## src/rtl/normalizer_sequencer_if.sv

```systemverilog
`default_nettype none
// ============================================================================
//  Module   : normalizer_sequencer_if
//  Brief    : Operand/result handshake bundle for the normalizer sequencer.
//             slave  = normalizer side, master = producer/consumer side.
//  Revision : 1.0  initial release
// ============================================================================
interface normalizer_sequencer_if #(
   parameter int EXP_WIDTH = 10
);
   logic                        in_valid;
   logic                        in_ready;
   logic [48:0]                 in_fraction;
   logic signed [EXP_WIDTH-1:0] in_exponent;

   logic                        out_valid;
   logic                        out_ready;
   logic [48:0]                 out_fraction;
   logic signed [EXP_WIDTH-1:0] out_exponent;
   logic                        out_zero;
   logic                        out_denormal;
   logic                        out_overflow;
   logic [5:0]                  out_cycles;

   modport master (
      output in_valid, in_fraction, in_exponent, out_ready,
      input  in_ready, out_valid, out_fraction, out_exponent,
             out_zero, out_denormal, out_overflow, out_cycles
   );

   modport slave (
      input  in_valid, in_fraction, in_exponent, out_ready,
      output in_ready, out_valid, out_fraction, out_exponent,
             out_zero, out_denormal, out_overflow, out_cycles
   );
endinterface
`default_nettype wire

```

## src/rtl/normalizer_sequencer.sv

```systemverilog
`default_nettype none
// ============================================================================
//  Module   : normalizer_sequencer
//  Brief    : Multi-cycle normalizer for a 49-bit [xx.xxxx...] fraction and
//             its signed biased exponent. Handles overflow (right shift by 1),
//             pass-through, and underflow (bounded left shifts of at most
//             SHIFT_STEP per cycle, stopping at the minimum normal exponent).
//  Options  : NORMALIZER_STICKY_EN - OR the bit dropped by the overflow right
//             shift into the new LSB so rounding keeps sticky information.
//  Revision : 1.0  initial release
// ============================================================================
module normalizer_sequencer #(
   parameter int SHIFT_STEP = 4,
   parameter int EXP_WIDTH  = 10,
   parameter int EXP_MAX    = 255
) (
   input  wire logic              clk,
   input  wire logic              reset,
   normalizer_sequencer_if.slave  bus
);

   typedef enum logic [1:0] {
      IDLE = 2'd0,
      NORM = 2'd1,
      DONE = 2'd2
   } state_t;

   localparam logic signed [EXP_WIDTH-1:0] EXP_MAX_S = EXP_WIDTH'(EXP_MAX);
   localparam logic signed [EXP_WIDTH-1:0] EXP_ONE   = EXP_WIDTH'(1);

   state_t                      state_q, state_d;
   logic [48:0]                 frac_q, frac_d;
   logic signed [EXP_WIDTH-1:0] exp_q, exp_d;
   logic                        zero_q, zero_d;
   logic                        den_q, den_d;
   logic                        ovf_q, ovf_d;
   logic [5:0]                  cyc_q, cyc_d;
   logic                        in_ready_q;
   logic                        out_valid_q;

   logic [5:0]                  lz;
   logic signed [EXP_WIDTH-1:0] exp_inc;
   logic signed [EXP_WIDTH-1:0] exp_room;
   int                          shift;
   logic [48:0]                 frac_rsh;

   assign exp_inc  = exp_q + EXP_ONE;
   assign exp_room = exp_q - EXP_ONE;

   // Leading zeros counted from bit 47 downward; highest set bit wins.
   always_comb begin
      lz = 6'd48;
      for (int i = 0; i <= 47; i++) begin
         if (frac_q[i]) lz = 6'(47 - i);
      end
   end

   // Shift distance: never past the leading one, the per-cycle cap, or E=1.
   always_comb begin
      shift = int'(lz);
      if (SHIFT_STEP < shift) shift = SHIFT_STEP;
      if (int'(exp_room) < shift) shift = int'(exp_room);
   end

   // Overflow right shift, optionally keeping the dropped bit as sticky.
   always_comb begin
`ifdef NORMALIZER_STICKY_EN
      frac_rsh = {1'b0, frac_q[48:2], frac_q[1] | frac_q[0]};
`else
      frac_rsh = {1'b0, frac_q[48:1]};
`endif
   end

   // Next-state and datapath update; holds everything by default.
   always_comb begin
      state_d = state_q;
      frac_d  = frac_q;
      exp_d   = exp_q;
      zero_d  = zero_q;
      den_d   = den_q;
      ovf_d   = ovf_q;
      cyc_d   = cyc_q;
      unique case (state_q)
         IDLE: begin
            if (bus.in_valid) begin
               frac_d  = bus.in_fraction;
               exp_d   = bus.in_exponent;
               zero_d  = 1'b0;
               den_d   = 1'b0;
               ovf_d   = 1'b0;
               cyc_d   = 6'd0;
               state_d = NORM;
            end
         end
         NORM: begin
            cyc_d = cyc_q + 6'd1;
            if (frac_q[48]) begin
               frac_d  = frac_rsh;
               exp_d   = exp_inc;
               ovf_d   = (exp_inc >= EXP_MAX_S);
               state_d = DONE;
            end else if (frac_q[47]) begin
               ovf_d   = (exp_q >= EXP_MAX_S);
               state_d = DONE;
            end else if (frac_q == 49'd0) begin
               exp_d   = '0;
               zero_d  = 1'b1;
               ovf_d   = (EXP_WIDTH'(0) >= EXP_MAX_S);
               state_d = DONE;
            end else if (exp_q <= EXP_ONE) begin
               exp_d   = '0;
               den_d   = 1'b1;
               ovf_d   = (EXP_WIDTH'(0) >= EXP_MAX_S);
               state_d = DONE;
            end else begin
               frac_d  = frac_q << shift;
               exp_d   = exp_q - $signed(EXP_WIDTH'(shift));
            end
         end
         DONE: begin
            if (bus.out_ready) state_d = IDLE;
         end
         default: state_d = IDLE;
      endcase
   end

   // State and datapath registers; handshake flags are registered decodes.
   always_ff @(posedge clk) begin
      if (reset) begin
         state_q     <= IDLE;
         frac_q      <= '0;
         exp_q       <= '0;
         zero_q      <= 1'b0;
         den_q       <= 1'b0;
         ovf_q       <= 1'b0;
         cyc_q       <= 6'd0;
         in_ready_q  <= 1'b1;
         out_valid_q <= 1'b0;
      end else begin
         state_q     <= state_d;
         frac_q      <= frac_d;
         exp_q       <= exp_d;
         zero_q      <= zero_d;
         den_q       <= den_d;
         ovf_q       <= ovf_d;
         cyc_q       <= cyc_d;
         in_ready_q  <= (state_d == IDLE);
         out_valid_q <= (state_d == DONE);
      end
   end

   assign bus.in_ready     = in_ready_q;
   assign bus.out_valid    = out_valid_q;
   assign bus.out_fraction = frac_q;
   assign bus.out_exponent = exp_q;
   assign bus.out_zero     = zero_q;
   assign bus.out_denormal = den_q;
   assign bus.out_overflow = ovf_q;
   assign bus.out_cycles   = cyc_q;

endmodule
`default_nettype wire

```

## src/flat_wrapper.sv

```systemverilog
// flat-port wrapper written by rule: the top's interface ports become plain ports
module normalizer_sequencer_flat 
#(
   parameter int SHIFT_STEP = 4,
   parameter int EXP_WIDTH  = 10,
   parameter int EXP_MAX    = 255
)
  (clk, reset, bus_in_valid, bus_in_fraction, bus_in_exponent, bus_out_ready, bus_in_ready, bus_out_valid, bus_out_fraction, bus_out_exponent, bus_out_zero, bus_out_denormal, bus_out_overflow, bus_out_cycles);
  normalizer_sequencer_if #(.EXP_WIDTH(EXP_WIDTH)) bus_i ();
  input  wire logic clk;
  input  wire logic reset;
  input wire logic [$bits(bus_i.in_valid)-1:0] bus_in_valid;
  input wire logic [$bits(bus_i.in_fraction)-1:0] bus_in_fraction;
  input wire logic [$bits(bus_i.in_exponent)-1:0] bus_in_exponent;
  input wire logic [$bits(bus_i.out_ready)-1:0] bus_out_ready;
  output wire logic [$bits(bus_i.in_ready)-1:0] bus_in_ready;
  output wire logic [$bits(bus_i.out_valid)-1:0] bus_out_valid;
  output wire logic [$bits(bus_i.out_fraction)-1:0] bus_out_fraction;
  output wire logic [$bits(bus_i.out_exponent)-1:0] bus_out_exponent;
  output wire logic [$bits(bus_i.out_zero)-1:0] bus_out_zero;
  output wire logic [$bits(bus_i.out_denormal)-1:0] bus_out_denormal;
  output wire logic [$bits(bus_i.out_overflow)-1:0] bus_out_overflow;
  output wire logic [$bits(bus_i.out_cycles)-1:0] bus_out_cycles;
  assign bus_i.in_valid = bus_in_valid;
  assign bus_i.in_fraction = bus_in_fraction;
  assign bus_i.in_exponent = bus_in_exponent;
  assign bus_i.out_ready = bus_out_ready;
  assign bus_in_ready = bus_i.in_ready;
  assign bus_out_valid = bus_i.out_valid;
  assign bus_out_fraction = bus_i.out_fraction;
  assign bus_out_exponent = bus_i.out_exponent;
  assign bus_out_zero = bus_i.out_zero;
  assign bus_out_denormal = bus_i.out_denormal;
  assign bus_out_overflow = bus_i.out_overflow;
  assign bus_out_cycles = bus_i.out_cycles;
  normalizer_sequencer #(.SHIFT_STEP(SHIFT_STEP), .EXP_WIDTH(EXP_WIDTH), .EXP_MAX(EXP_MAX)) u_core (.clk(clk), .reset(reset), .bus(bus_i));
endmodule
```

## config.mk

```make
export PLATFORM = sky130hd
export DESIGN_NAME = normalizer_sequencer_flat
export DESIGN_NICKNAME = d
export VERILOG_FILES = /design/src/rtl/normalizer_sequencer_if.sv /design/src/rtl/normalizer_sequencer.sv /design/src/flat_wrapper.sv
export SDC_FILE = /design/constraint.sdc
export NUM_CORES = 1
export LEC_CHECK = 0
export CAP_MARGIN = 20
export CORE_ASPECT_RATIO = 1.2
export CORE_MARGIN = 2
export CORE_UTILIZATION = 30
export CTS_CLUSTER_DIAMETER = 120
export DETAILED_ROUTE_END_ITERATION = 12
export DONT_BUFFER_PORTS = 1
export GPL_ROUTABILITY_DRIVEN = 0
export PLACE_DENSITY = 0.51
export SYNTH_ARGS = -nofsm -noshare
export SYNTH_HDL_FRONTEND = slang
export SYNTH_SLANG_ARGS = --single-unit
```

## constraint.sdc

```tcl
create_clock -name clk -period 8.53 [get_ports clk]
set_clock_uncertainty 0.15 [all_clocks]
set_input_delay 1.706 -clock clk [delete_from_list [all_inputs] [get_ports clk]]
set_output_delay 1.706 -clock clk [all_outputs]
set_load 0.005 [all_outputs]
```

Word-level counts from Yosys, hierarchy flattened
Cells that the tools add are included.
Storage, ports and cells
  register bits after elaboration: 72
  bits of input ports: 63
  output and inout port bits: 70
  word-level logic and storage cells: 129
Cells by class
  shift operators: 1
  muxes and demuxes: 86
  reductions and logical operators: 10
  add/sub/neg operators: 4
  equality and inequality tests: 13
  magnitude comparators: 5
Operators with widths (count)
  $mux 49: 5
  $mux 6: 34
  $pmux 49 s2: 1
  $mux 5: 16
  $mux 10: 5
  $logic_not 49->1: 1
  $shl 49x32->49: 1
  $mux 32: 1
  $ge 10x9->1 const B: 2
  $pmux 10 s2: 1
  $mux 1: 12
  $mux 2: 6
  $pmux 6 s2: 1
  $add 10x2->10 const B: 1
  $le 10x2->1 const B: 1
  $lt 10x7->1: 1
  $reduce_and 5->1: 2
  $sub 10x10->10: 1
  $sub 10x2->10 const B: 1
  $ne 3x2->1 const B: 3
  $ne 2x2->1 const B: 4
  $add 6x1->6 const B: 1
  $lt 3x6->1 const A: 1
  $pmux 1 s2: 3
  10 further kinds: 14

Depth between registers and ports, before layout
  word-level depth: 58
  depth in mapped cells: 33
  gate-level depth less buffers: 28

Worst setup path after synthesis
Ideal clock, no wire load.
  path type: flip-flop to flip-flop
  start point: register u_core.exp_q[0] (netlist: u_core.bus.out_exponent[0])
  end point: register u_core.exp_q[8] (netlist: u_core.bus.out_exponent[8])
  path buffers: 7
  clock period less this slack: 6.072 ns
  required time: 8.289 ns
  stages on the path, launching flop included: 34
  slack: 2.458 ns
  library setup time: 0.091 ns
  arrival time: 5.831 ns
  path through: dfxtp_1 > buf_6 > clkbuf_1 > inv_1 > ha_1 > nor3b_2 > xnor2_1 > inv_1 > ha_1 > a21o_1 > a21oi_1 > nand3_1 > nor3_1 > o21ai_0 > ha_1 > buf_4 > nor2_1 > a21o_1 > buf_2 > clkinv_1 > clkbuf_1 > buf_2 > buf_1 > ha_1 > nor2b_1 > o21ai_0 > a21boi_0 > o21ai_0 > nand2b_1 > a21o_1 > a21oi_1 > xnor2_1 > nand2_1 > a311oi_1
On the way
  word-level cells in the longest chain between the ends: 9
  elaborated cells on any way between the ends: 11
  those cells by class: add/sub: 3; order compare: 2; mux: 6
RTL lines
  start, declared: line normalizer_sequencer.sv:33  | logic signed [EXP_WIDTH-1:0] exp_q, exp_d;
  start signal, assigned: line normalizer_sequencer.sv:142  | exp_q <= exp_d;
  $sub 10x2->10: line normalizer_sequencer.sv:48  | assign exp_room = exp_q - EXP_ONE;
  $lt 10x7->1: line normalizer_sequencer.sv:62  | if (int'(exp_room) < shift) shift = int'(exp_room);
  $mux 32: line normalizer_sequencer.sv:62
  $sub 10x10->10: line normalizer_sequencer.sv:117  | exp_d = exp_q - $signed(EXP_WIDTH'(shift));
  $mux 10: line normalizer_sequencer.sv:110  | end else if (exp_q <= EXP_ONE) begin
  $mux 10: line normalizer_sequencer.sv:105  | end else if (frac_q == 49'd0) begin
  $mux 10: line normalizer_sequencer.sv:102  | end else if (frac_q[47]) begin
  $mux 10 (*): line normalizer_sequencer.sv:97  | if (frac_q[48]) begin
  $pmux 10 s2 (*): line normalizer_sequencer.sv:83  | unique case (state_q)
Every way passes the cells marked *; elsewhere a longest branch is shown, timed or not. The select of a mux whose other input is x is not followed.
A chain may end at the register's enable or synchronous reset.

Final worst setup path
  start point: register u_core.exp_q[1] (netlist: u_core.bus.out_exponent[1])
  end point: register u_core.exp_q[8] (netlist: u_core.bus.out_exponent[8])
The elaborated chain is that of the path after synthesis.

==> flow_summary.json <==
{
  "drcViolationCount": 0,
  "nets": 1259,
  "numPortBuffers": 0,
  "synth_area_leader_cell": "dfxtp_1",
  "hold_path.class": "reg2reg",
  "slew_violations": 0,
  "synth_top_family_by_area": "compound AO/OA/AOI/OAI gates",
  "hpwl_mm": 33.4,
  "finalHoldViolCount": 0,
  "syn2layout_area_growth_pct": 6.33,
  "synth-seq-cells": 72,
  "fp.dieArea_um2": 30200,
  "wl_mm": 46.8,
  "async_flop_share_pct": 0,
  "std_cell_rows": 68,
  "coreArea_um2": 28500,
  "grt_max_degree": 79,
  "grt_pass1_vias": 9914,
  "fp.dieH_um": 190,
  "fin_area_um2": 9180,
  "maxCapViolCount": 0,
  "crit_fanout": 24,
  "synth_fa_ha_area_share_pct": 3.13,
  "cp_slowest_cell": "dfxtp_1",
  "fmax_mhz": 138,
  "criticalPathCategory": "reg2reg",
  "drtIter0Drc": 1701,
  "fillers": 3106,
  "pre_cts_slack_ps": 1380,
  "worstPathArrival_ps": 7350,
  "status": "finished clean",
  "synth-simple-area-share_pct": 28.0,
  "grt_use_total_pct": 29.5,
  "post_drt_wl_per_cell_um": 29.8,
  "yosysTopAreaCellShare_pct": 16.7,
  "syn_avg_cell_area_um2": 6.91,
  "synthCells": 1249,
  "tns_ps": 0,
  "postCtsHoldBufs": 0,
  "fin_util_pct": 32.2,
  "finalCriticalPeriod_ps": 7230,
  "ys_top_cells_by_area": "dfxtp_1, nor2_1, nand2_1",
  "end_kind": "flip-flop",
  "clk_pin_slew_worst_paths_ps": 70,
  "yosys_warnings": 0,
  "grt_overflow": 0,
  "final.period_utilization_pct": 84.8,
  "antenna_found_initial": 3,
  "start_util_pct": 30.3,
  "netlist_area_um2": 8630,
  "synth_mux_area_share_pct": 7.25,
  "yosys.area_share.xor_xnor_pct": 2.13,
  "clk_latency_ps": 350,
  "worst_pin_slew_ps": 1140,
  "vias": 10700,
  "fin_ws_ps": 1300,
  "synth-edff-count": 0,
  "startpoint_type": "flip-flop",
  "yosysMostFrequentCell": "nor2_1",
  "timing.slew.headroom_pct": 23.1,
  "synth_compound_area_share_pct": 35.4,
  "setup_violations": 0,
  "cts_setup_buffers": 0,
  "synth_cell_type_count": 91,
  "grt_pass1_wl_mm": 67.3,
  "ff_latch_area_um2": 1440,
  "first_pass_iters": 7,
  "cts_tree": "done",
  "die_w_um": 159,
  "drive_above_1_share_pct": 8.73,
  "numCtsBuffers": 9,
  "cts_resized": 0,
  "max_stage_delay_ps": 730,
  "critical_path_required_ps": 8650,
  "cp.buffers_inverters": 3,
  "clock-sinks": 72,
  "ant_nets": 0,
  "htree_levels": 3,
  "clock_path_buffers": 2,
  "place_area_um2": 8840,
  "multi_input_area_um2": 6590,
  "ioPinCount": 133,
  "rsz0062_at_grt": "false",
  "ys.flop_type": "dfxtp_1",
  "synth.top_cells.by_count": "nor2_1, nand2_1, a21oi_1",
  "ys_seq_area_share_pct": 16.7,
  "path_delay_family": "compound AO/OA/AOI/OAI gates",
  "viasPerCell": 6.80,
  "crit_path_frequent_cell": "ha_1",
  "clockRootBuffer": "clkbuf_16"
}
## final timing paths
kind,start,endpoint,slack (ps),depth (start not counted)
setup reg to reg,u_core.bus.out_exponent[1],u_core.bus.out_exponent[8],1300,28
setup / recovery,u_core.bus.out_exponent[1],u_core.bus.out_exponent[8],1300,28
hold / removal,u_core.bus.out_cycles[5],u_core.bus.out_cycles[5],350,2
hold reg to reg,u_core.bus.out_cycles[5],u_core.bus.out_cycles[5],350,2
## per-layer routing
layer	up-vias	part of all wire, %	routed length, um	global-route usage [%]
li1	4575	-	-	-
met1	4990	36	16800	34.4
met4	0	9.1	4260	21.6
met3	256	11	5170	7.15
met5	-	0	0	0
met2	839	44	20600	47.4
## cells by family after synthesis
group / Yosys count
AOI/OAI and AO/OA: 422
DFF: 72
adders and majority gates: 21
buffers and inverters: 148
and+or+nand+nor: 509
xor gates and xnor gates: 21
other: 1
muxes: 55
## sequential cells by signal, summed over array words and instances (netlist names)
register                 cells
u_core.bus.out_zero          1
u_core.bus.out_overflow      1
u_core.bus.in_ready          1
u_core.state_q               2
u_core.bus.out_fraction     49
u_core.bus.out_valid         1
u_core.bus.out_exponent     10
u_core.bus.out_denormal      1
u_core.bus.out_cycles        6
## worst register-to-register path: cells and delay by family (launching register included)
kind / cells / cell delay [ps]
adders and majority gates: 5 / 1550
buffers and inverters: 3 / 720
DFF: 1 / 730
AOI/OAI and AO/OA: 10 / 2200
and+or+nand+nor: 8 / 1400
xor gates and xnor gates: 2 / 410
## cell usage in the layout, fill, tap and decap left out, types with 13 or more instances in the layout
cell	instances
nor3_1	52
xnor2_1	15
o21ai_0	51
nand3_1	59
nor4_1	13
o211ai_1	15
mux2i_1	40
inv_1	28
a31oi_1	18
dfxtp_1	72
a21o_1	15
ha_1	20
nand2_1	128
buf_4	27
a221oi_1	25
a22oi_1	18
nor2_1	152
a211oi_1	53
and3_1	30
a21oi_1	81
## final cells by class
cell class	count	area share, %
Antenna cell	3	0.0818
Clock buffer	12	2.90
Tap cell	385	5.25
Inverter	32	1.31
Sequential cell	72	15.7
Multi-Input combinational cell	1031	71.8
Clock inverter	4	0.559
Timing Repair Buffer	29	2.37
## through the flow
stage,hold slack [ps],instances
after floorplan,318,1251
after global placement,328,1547
after detailed placement,337,1547
after CTS,347,1563
after global routing,397,1566
final,347,1568
Power is not shown: default switching activity piles up to over one toggle a cycle in this logic, so the estimate is an artifact.
